**src/rtl/mem_master.sv**
```systemverilog
// Valid/ready memory initiator. Commands are queued in a small FIFO and issued one per
// cycle. Read results come back through a single-entry response slot, and requests that
// the responder never acknowledges are aborted after a timeout.
module mem_master #(
  parameter int WIDTH      = 16,
  parameter int ADDR_WIDTH = 4,
  parameter int FIFO_DEPTH = 4,
  parameter int TIMEOUT    = 15
) (
  input  logic                  clk,
  input  logic                  res,
  input  logic                  cmd_valid,
  output logic                  cmd_ready,
  input  logic                  cmd_wr_rd,
  input  logic [ADDR_WIDTH-1:0] cmd_addr,
  input  logic [WIDTH-1:0]      cmd_wdata,
  output logic                  rsp_valid,
  input  logic                  rsp_ready,
  output logic [WIDTH-1:0]      rsp_rdata,
  output logic [ADDR_WIDTH-1:0] rsp_addr,
  output logic                  rsp_err,
  output logic                  valid,
  output logic                  wr_rd,
  output logic [ADDR_WIDTH-1:0] addr,
  output logic [WIDTH-1:0]      wdata,
  input  logic [WIDTH-1:0]      rdata,
  input  logic                  ready,
  output logic                  busy,
  output logic [7:0]            err_cnt
);

  localparam int            PW    = $clog2(FIFO_DEPTH);
  localparam int            TW    = (TIMEOUT > 1) ? $clog2(TIMEOUT) : 1;
  localparam logic [TW-1:0] TLAST = TW'(TIMEOUT - 1);

  typedef struct packed {
    logic                  wr_rd;
    logic [ADDR_WIDTH-1:0] addr;
    logic [WIDTH-1:0]      wdata;
  } cmd_t;

  typedef enum logic {IDLE, REQ} state_t;

  state_t                state_q;
  cmd_t                  fifo_q [FIFO_DEPTH];
  cmd_t                  req_q;
  logic [PW:0]           wr_ptr_q, rd_ptr_q;
  logic [TW-1:0]         tcnt_q;
  logic                  rsp_valid_q, rsp_err_q;
  logic [WIDTH-1:0]      rsp_rdata_q;
  logic [ADDR_WIDTH-1:0] rsp_addr_q;
  logic [7:0]            err_cnt_q;

  logic [PW:0]           count;
  logic [PW-1:0]         nxt_idx;
  cmd_t                  head, nxt, cmd_in;
  logic                  empty, full, push, rsp_free, head_ok, nxt_ok;

  assign count     = wr_ptr_q - rd_ptr_q;
  assign empty     = (wr_ptr_q == rd_ptr_q);
  assign full      = (wr_ptr_q[PW] != rd_ptr_q[PW]) &&
                     (wr_ptr_q[PW-1:0] == rd_ptr_q[PW-1:0]);
  assign cmd_ready = res && !full;
  assign push      = cmd_valid && cmd_ready;
  assign cmd_in    = '{wr_rd: cmd_wr_rd, addr: cmd_addr, wdata: cmd_wdata};

  assign nxt_idx   = rd_ptr_q[PW-1:0] + PW'(1);
  assign head      = fifo_q[rd_ptr_q[PW-1:0]];
  assign nxt       = fifo_q[nxt_idx];

  // A read may only issue if the response slot is guaranteed free by the next cycle.
  assign rsp_free  = !rsp_valid_q || rsp_ready;
  assign head_ok   = head.wr_rd || rsp_free;
  assign nxt_ok    = (count > (PW+1)'(1)) && (nxt.wr_rd || (rsp_free && req_q.wr_rd));

  assign valid     = (state_q == REQ);
  assign wr_rd     = req_q.wr_rd;
  assign addr      = req_q.addr;
  assign wdata     = req_q.wdata;
  assign rsp_valid = rsp_valid_q;
  assign rsp_rdata = rsp_rdata_q;
  assign rsp_addr  = rsp_addr_q;
  assign rsp_err   = rsp_err_q;
  assign err_cnt   = err_cnt_q;
  assign busy      = !empty || (state_q != IDLE);

  // NOTE: FIFO storage has no reset; flushing the pointers is enough to make it empty,
  // and leaving the array out of reset keeps it mappable to plain RAM.
  always_ff @(posedge clk) begin
    if (push) fifo_q[wr_ptr_q[PW-1:0]] <= cmd_in;
  end

  // NOTE: all sequential state uses non-blocking assignments so every read below sees
  // the pre-edge value; later assignments in the block intentionally override earlier ones.
  always_ff @(posedge clk) begin
    if (!res) begin
      state_q     <= IDLE;
      req_q       <= '0;
      wr_ptr_q    <= '0;
      rd_ptr_q    <= '0;
      tcnt_q      <= '0;
      rsp_valid_q <= 1'b0;
      rsp_err_q   <= 1'b0;
      rsp_rdata_q <= '0;
      rsp_addr_q  <= '0;
      err_cnt_q   <= '0;
    end else begin
      if (push) wr_ptr_q <= wr_ptr_q + (PW+1)'(1);
      if (rsp_valid_q && rsp_ready) rsp_valid_q <= 1'b0;

      case (state_q)
        IDLE: begin
          if (!empty && head_ok) begin
            state_q <= REQ;
            req_q   <= head;
            tcnt_q  <= '0;
          end
        end
        REQ: begin
          if (ready) begin
            rd_ptr_q <= rd_ptr_q + (PW+1)'(1);
            tcnt_q   <= '0;
            if (!req_q.wr_rd) begin
              rsp_valid_q <= 1'b1;
              rsp_err_q   <= 1'b0;
              rsp_rdata_q <= rdata;
              rsp_addr_q  <= req_q.addr;
            end
            if (nxt_ok) begin
              req_q <= nxt;
            end else begin
              state_q <= IDLE;
              req_q   <= '0;
            end
          end else if (tcnt_q == TLAST) begin
            rd_ptr_q <= rd_ptr_q + (PW+1)'(1);
            state_q  <= IDLE;
            req_q    <= '0;
            if (err_cnt_q != 8'hFF) err_cnt_q <= err_cnt_q + 8'd1;
            if (!req_q.wr_rd) begin
              rsp_valid_q <= 1'b1;
              rsp_err_q   <= 1'b1;
              rsp_rdata_q <= '0;
              rsp_addr_q  <= req_q.addr;
            end
          end else begin
            tcnt_q <= tcnt_q + TW'(1);
          end
        end
        default: state_q <= IDLE;
      endcase
    end
  end

endmodule

```
**config.mk**
```make
export PLATFORM = sky130hd
export DESIGN_NAME = mem_master
export DESIGN_NICKNAME = d
export VERILOG_FILES = /design/src/rtl/mem_master.sv
export SDC_FILE = /design/constraint.sdc
export NUM_CORES = 1
export LEC_CHECK = 0
export CORE_AREA = 2 2 109 111
export CTS_CLUSTER_SIZE = 12
export DETAILED_ROUTE_END_ITERATION = 10
export DIE_AREA = 0 0 111 113
export PLACE_DENSITY = 0.94
export SKIP_LAST_GASP = 1
export SLEW_MARGIN = 20
export SYNTH_ARGS = -nofsm -noshare
export SYNTH_HDL_FRONTEND = slang
export SYNTH_SLANG_ARGS = --single-unit
```
**constraint.sdc**
```tcl
create_clock -name clk -period 3.11 [get_ports clk]
set_clock_uncertainty 0.05 [all_clocks]
set_input_delay 0.933 -clock clk [delete_from_list [all_inputs] [get_ports clk]]
set_output_delay 0.933 -clock clk [all_outputs]
set_load 0.005 [all_outputs]
```
==> reports/summary.md, run 1 <==
The ratio of final minimum period to clock period is 0.9838. The final layout contains routed wiring with a total length of 16310 µm. Type of the worst min-delay path: reg2reg. The die covers 0.01254 mm². Summed over all instances, the cell type with the most area after synthesis is sky130_fd_sc_hd__edfxtp_1. In this run the remaining antenna-violating nets after routing total 0. The number of global-route vias before repair is 5047. 96 I/O pins were placed. The total number of vias is 4909, and the count of mapped cells out of synthesis is 493. The logs give 0.5846 for the part of the Yosys area used for sequential elements and 2.796 nW for the cell leakage power.

The number of gates resized after CTS was 0. For this run, the leading register cell type out of synthesis is sky130_fd_sc_hd__edfxtp_1. After synthesis, the cell types taking the most area are sky130_fd_sc_hd__edfxtp_1 39%, sky130_fd_sc_hd__dfxtp_1 20%, sky130_fd_sc_hd__mux4_2 14%. The critical path goes through clkdlybuf4s50_1 > o21a_1 > clkdlybuf4s50_1. The top cell type's share of synthesized area was 0.3877. Setup repair after global routing left no endpoint under its margin. Wire length per cell: 21.68 µm. Total power for the finished layout comes to 5.448 mW. For the final count of negative-setup-slack endpoints, the log shows 0. The tools report the global-route congestion overflow total as 0.

The number of levels the H-tree was split into was 4; the slew at the pin closest to its max-slew limit was 0.9980 ns. For the arrival time of the worst setup path, the log shows 2.08 ns. Based on the critical path, the design can be clocked at up to 326.9 MHz. The kind of end point of the critical path is a primary output. The tools report the final hold violation count as 0. The relative max-transition margin was 0.3347; the die height was 113 µm. From synthesis to final layout, the design area changed by 26.90%. The end point of the worst hold path is rsp_addr[3].

Across the run, the number of max-cap violations was 0. The clock tree buffer depth is 2. The end of the worst register-to-register path is wdata[2]. The region available for standard cell placement spans 0.01127 mm². The logs give 0.2644 for the total track usage and 17 for the number of buffers created by CTS.

The instance count along the most critical hold path works out to 2. The startpoint identified for the worst hold timing path is rsp_addr[3]. Among all stages on the critical path, the largest delay is contributed by sky130_fd_sc_hd__clkdlybuf4s50_1. A synthesized cell averages 13.20 µm². The worst-case IR drop observed on VDD is 0.0005153 V. Entering global routing, the biggest net connects 29 pins.

The tools report the cell chosen for the clock root as sky130_fd_sc_hd__clkbuf_16. Leaving out fill and tap cells, the most frequent cell in the layout is sky130_fd_sc_hd__clkdlybuf4s50_1. After floorplanning, the core was divided into 39 placement rows. In this run the worst path has a maximum fanout of 2. The starting density of the core came out at 0.5772.

Measured along the x axis, the die boundary spans 111 µm. Clock tree synthesis found a total of 148 sinks. The mapped cell area was 0.006506 mm²; the async set or reset register ratio after synthesis was 0. The first detailed-routing pass ran for 6 iterations. The count of buffers inserted at the top-level ports came out at 95. During synthesis, Yosys emitted a total of 0 warnings. In this run, post-CTS hold repair placed 0 buffers. After synthesis the netlist holds a flip-flop and latch count of 148. The repair_antennas step left the layout with diodes totalling 0. HPWL after detailed placement: 10060 µm. For the max-slew violation total from the final report, the log shows 0.

The number of different library cells in the post-synthesis netlist was 45. After clock tree synthesis, the clock-pin slew on the worst setup and hold paths is 0.06 ns. The post-route setup TNS is 0 ns. Clock latency on the worst-skew pair, taken at its later pin, is 0.41 ns. The cell that appears most often on the critical path is sky130_fd_sc_hd__clkdlybuf4s50_1. Fraction of layout cells with a size suffix above 1: 0.1658. On the worst path, the slowest cell contributes a delay of 0.50 ns. The worst setup path is launched from a primary input. Yosys mapped a number of flops with a built-in enable equal to 84. In the layout the commonest cells are 95 x sky130_fd_sc_hd__clkdlybuf4s50_1, 84 x sky130_fd_sc_hd__edfxtp_1, 64 x sky130_fd_sc_hd__dfxtp_1. The first global-routing pass estimated 25740 µm of wire. The worst path required time is 2.13 ns, and the power density over the cells is 659.8 mW/mm². Number of design rule violations left after detail routing: 0. Setup slack on the worst reg-to-reg path comes out at 0.41 ns. After the first detailed-routing iteration, the DRC count stood at 444. TritonCTS built the clock tree.

The depth of the worst register-to-register path is 6, and the routability-driven placement congestion ratio is 0.8268. The setup path with the least slack is of type in2out. The startpoint identified for the worst register-to-register timing path is wr_ptr_q[0]. The net count after synthesis is 546.

The run finished with clean final reports. The run gives 0 as the initial antenna violation count. Counting I/O delays and the setup requirement, the final critical path takes 3.059 ns. After the last flow step, the layout net total stands at 649.

The via density per instance works out to 6.528.
## through the flow
step	cell area, µm²	cells	setup WS [ns]	hold WS [ns]	util
2_1_floorplan	6506	493	0.6806	0.3983	-
3_3_place_gp	7669	719	0.04115	0.3892	0.6803
3_5_place_dp	7669	719	0.04973	0.3973	0.6803
4_1_cts	8249	751	0.03855	0.4050	0.7318
5_1_grt	8257	752	0.01308	0.4303	0.7325
6_report	8257	752	0.05050	0.4056	0.7325
## report_power, final
group	switching (mW)	internal (mW)	total, mW
Clock	0.745	1.22	1.97
Combinational	0.580	0.562	1.14
Sequential	0.122	2.22	2.34
## worst max path at each step
stage	startpoint	end	slack, ns	cells past startpoint
6_report	res	cmd_ready	0.05	3
5_1_grt	res	cmd_ready	0.01	3
4_1_cts	res	cmd_ready	0.04	3
3_5_place_dp	res	cmd_ready	0.05	3
3_3_place_gp	res	cmd_ready	0.04	3
2_1_floorplan	res	fifo_q[3][0]	0.68	3
## synthesized netlist by cell type, drive strengths merged (3+ instances only)
cell / count
or3: 4
xor2: 3
nand4: 3
buf: 16
nor2: 12
dfxtp: 64
o21a: 3
o21ai: 7
clkbuf: 21
ha: 10
a31oi: 27
nand2b: 6
edfxtp: 84
a21oi: 23
and3: 7
inv: 9
mux2i: 7
nand3: 44
a311oi: 21
nand2: 57
mux4: 41
## cell families (layout without fill, tap and decap cells)
kind of cell | after synthesis | count (layout) | synth area share
mux | 48 | 48 | 0.1527
buf+inv | 46 | 162 | 0.02981
simple gates | 142 | 142 | 0.1044
fa+ha+maj | 11 | 11 | 0.02231
compound gates | 92 | 92 | 0.09577
xor+xnor | 6 | 6 | 0.01039
flops | 148 | 148 | 0.5846
## critical path: cells and delay by family
family          cells  cell delay, ns
compound gates      1            0.15
buf+inv             2            1.00
## metal layers
layer,part of all wire,global-route usage,wire length (µm),vias to the layer above
li1,-,-,-,2139
met1,0.36,0.3084,5843,2406
met2,0.52,0.4687,8419,314
met3,0.098,0.06909,1601,50
met4,0.027,0.1092,442,0
met5,0,0,0,-
## area by class of cell
type                    instances  area [µm²]
well taps                     143       178.9
clock inverters                 7       70.07
inverters                       9       33.78
flip-flops and latches        148        3804
multi-input cells             299        2514
clock buffers                  25       510.5
fillers                       687        3015
repair buffers                121        1146
## what timing repair did
| item | in CTS | in global routing |
|---|---|---|
| setup endpoints to repair | 0 | 1 |
| buffers inserted | 0 | 1 |
| endpoints found under the hold margin | 0 | 0 |
## registers in the layout (all words and copies together) (netlist names), named ones only
register,flops
rsp_addr,4
rsp_valid,1
fifo_q,84
rsp_rdata,16
wr_rd,1
rsp_err,1
valid,1
wr_ptr_q,3
addr,4
err_cnt,8
wdata,16
tcnt_q,4
rd_ptr_q,3
Note: power is estimated with default switching activity, not from simulation.
==> inputs of run 2 (changes only) <==
--- a/config.mk
+++ b/config.mk
@@ -6,7 +6,8 @@
 export NUM_CORES = 1
 export LEC_CHECK = 0
 export CORE_AREA = 2 2 109 111
-export CTS_CLUSTER_SIZE = 12
+export CTS_BUF_LIST = sky130_fd_sc_hd__clkbuf_8 sky130_fd_sc_hd__clkbuf_16
+export CTS_CLUSTER_SIZE = 20
 export DETAILED_ROUTE_END_ITERATION = 10
 export DIE_AREA = 0 0 111 113
 export PLACE_DENSITY = 0.94
==> reports/summary.md, run 2 (synthesis results as in run 1) <==
The wire length per cell is 21.60 µm (-0.39%), and the post-placement setup slack is 0.04973 ns (unchanged). The tools report the hold buffer count at cts as 0 (unchanged). The tools report the number of buffers created by CTS as 17 (unchanged). TritonCTS built the clock tree. The most common library cell in the layout ignoring fill and taps was sky130_fd_sc_hd__clkdlybuf4s50_1. The fmax was 327.1 MHz (about the same).

The die extent in x is 111 µm (unchanged). The power density over the cells is 657.0 mW/mm² (-0.42%). The core outline area came out at 0.01127 mm² (unchanged). Setup repair after global routing left no endpoint under its margin.

The run gives 0.05289 ns (+0.002382 ns) as the setup slack of the critical path after layout. The relative area change from synthesis to final layout is 26.87% (about the same), and the wire length after detailed routing is 16240 µm (-0.39%). The via density per instance came out at 6.563 (+0.53%). The total track usage was 0.2631 (-0.001384); the die height was 113 µm (unchanged). The die area is 0.01254 mm² (unchanged).

Walking the worst path, the cells encountered are clkdlybuf4s50_1 > o21a_1 > clkdlybuf4s50_1. The run gives 2 (unchanged) as the clock tree buffer depth. The slew at the pin closest to its max-slew limit came out at 1.001 ns (+0.003146 ns). The run gives 0 (unchanged) as the final count of negative-setup-slack endpoints.

STA classifies the critical path startpoint as a primary input. The final hold violation count was 0 (unchanged). The clock transition time at the flip-flop clock pins of the worst setup and hold paths is 0.06 ns (about the same), and the ratio of final minimum period to clock period is 0.9830 (about the same). The tools report the relative max-transition margin as 0.3326 (-0.002097). The HPWL after detailed placement is 10060 µm (unchanged). The run finished with clean final reports. The post-route setup TNS is 0 ns (unchanged), and the count of buffers inserted at the top-level ports is 95 (unchanged). The tree is rooted in a sky130_fd_sc_hd__clkbuf_16. The remaining antenna violation count came out at 0 (unchanged).

Fraction of layout cells with a size suffix above 1: 0.1626 (-0.003284). In this design, the critical path's most frequently occurring cell is sky130_fd_sc_hd__clkdlybuf4s50_1. For the violation count after the first detailed-route iteration, the log shows 546 (+23%). The critical-path maximum fanout works out to 2 (unchanged).

For the initial antenna violation count, the log shows 0 (unchanged). The tools report the count of maximum capacitance violations as 0 (unchanged). The routability-driven placement congestion ratio came out at 0.8268 (unchanged).

Number of design rule violations left after detail routing: 0 (unchanged). The starting density of the core is 0.5772 (unchanged). The logs give 0 (unchanged) for the antenna diode count and 2.13 ns (about the same) for the worst path required time. For the number of sinks on the clock net, the log shows 148 (unchanged). Max-slew violation total from the final report: 0 (unchanged). The largest stage delay on the critical path came out at 0.50 ns (about the same). For the latest clock arrival within the worst-skew pair, the log shows 0.41 ns (about the same). For the cell leakage power, the log shows 2.810 nW (+0.53%). The shortest clock period the worst path allows after layout is 3.057 ns (-0.002382 ns).

For the length of the first detailed-routing pass in iterations, the log shows 5 (-1). The type of the worst setup path is in2out. The worst setup path is captured at a primary output. The type of the worst min-delay path was reg2reg.

The number of global-route vias before repair is 5071 (+0.48%). The tools report the arrival time of the worst setup path as 2.07 ns (about the same). The logs give 4 (unchanged) for the number of levels the H-tree was split into and 0.0005093 V (-1.2%) for the peak ir drop on the vdd network. The cell with the biggest individual delay on the critical path is sky130_fd_sc_hd__clkdlybuf4s50_1.

The number of top-level design ports was 96 (unchanged). The maximum number of pins on one net before global-route repair came out at 29 (unchanged). The number of placement rows was 39 (unchanged); the number of flip-flops under the largest register name was 84 (unchanged). The net count reported at finish came out at 649 (unchanged). The total number of vias is 4935 (+0.53%). The wire length of the first global-routing pass is 25720 µm (about the same), and the global-route congestion overflow total is 0 (unchanged).

Leaving out fill and tap cells, the most frequent cells in the layout are 95 x sky130_fd_sc_hd__clkdlybuf4s50_1, 84 x sky130_fd_sc_hd__edfxtp_1, 64 x sky130_fd_sc_hd__dfxtp_1. The number of cells upsized or downsized after cts was 0 (unchanged).
[run 2: cell types whose count changed in the layout (fill, tap and decap cells not counted), sizes merged]
cell and delta:
inv +5, clkbuf -5
[run 2: worst paths after layout]
kind,slack [ns],to,cells past startpoint,from
setup / recovery,0.05,cmd_ready,3,res
setup reg to reg,0.41,wdata[2],6,wr_ptr_q[0]
hold / removal,0.41,rsp_addr[3],2,rsp_addr[3]
hold reg to reg,0.41,rsp_addr[3],2,rsp_addr[3]
[run 2: repair_timing]
| action | CTS | global route |
|---|---|---|
| setup buffers | 0 | 1 |
| setup endpoints to repair | 0 | 1 |
| endpoints found under the hold margin | 0 | 0 |
[run 2: worst max-delay path, delay by kind of cell]
family	cells	cell delay (ns)
AO/OA/AOI/OAI	1	0.15
buffers and inverters	2	0.99
[run 2: through the flow]
step / cell area, µm² / util / cells / power (mW) / hold WS, ns
floorplan: 6506 / - / 493 / 2.966 / 0.3983
global placement: 7669 / 0.6803 / 719 / 3.415 / 0.3892
detailed placement: 7669 / 0.6803 / 719 / 3.474 / 0.3973
CTS: 8247 / 0.7316 / 751 / 5.426 / 0.4050
global route: 8254 / 0.7323 / 752 / 5.603 / 0.4302
finish: 8254 / 0.7323 / 752 / 5.423 / 0.4058
[run 2: where the power goes]
group	internal, mW	switching (mW)
clock network	1.20	0.742
registers	2.22	0.124
logic	0.561	0.580
total	3.98	1.45
[run 2: metal layers]
| layer | part of all wire | wire length, µm | up-vias | GRT usage |
|---|---|---|---|---|
| met2 | 0.51 | 8351 | 324 | 0.4683 |
| li1 | - | - | 2136 | - |
| met3 | 0.10 | 1639 | 49 | 0.06213 |
| met5 | 0 | 0 | - | 0 |
| met1 | 0.36 | 5799 | 2426 | 0.3070 |
| met4 | 0.028 | 452 | 0 | 0.1142 |
[run 2: final cells by class]
type                       count  area (µm²)
inverter                       9       33.78
multi-input combinational    299        2514
sequential                   148        3804
timing repair buffer         121        1146
fill                         688        3018
clock inverter                12       88.84
tap                          143       178.9
clock buffer                  20       489.2
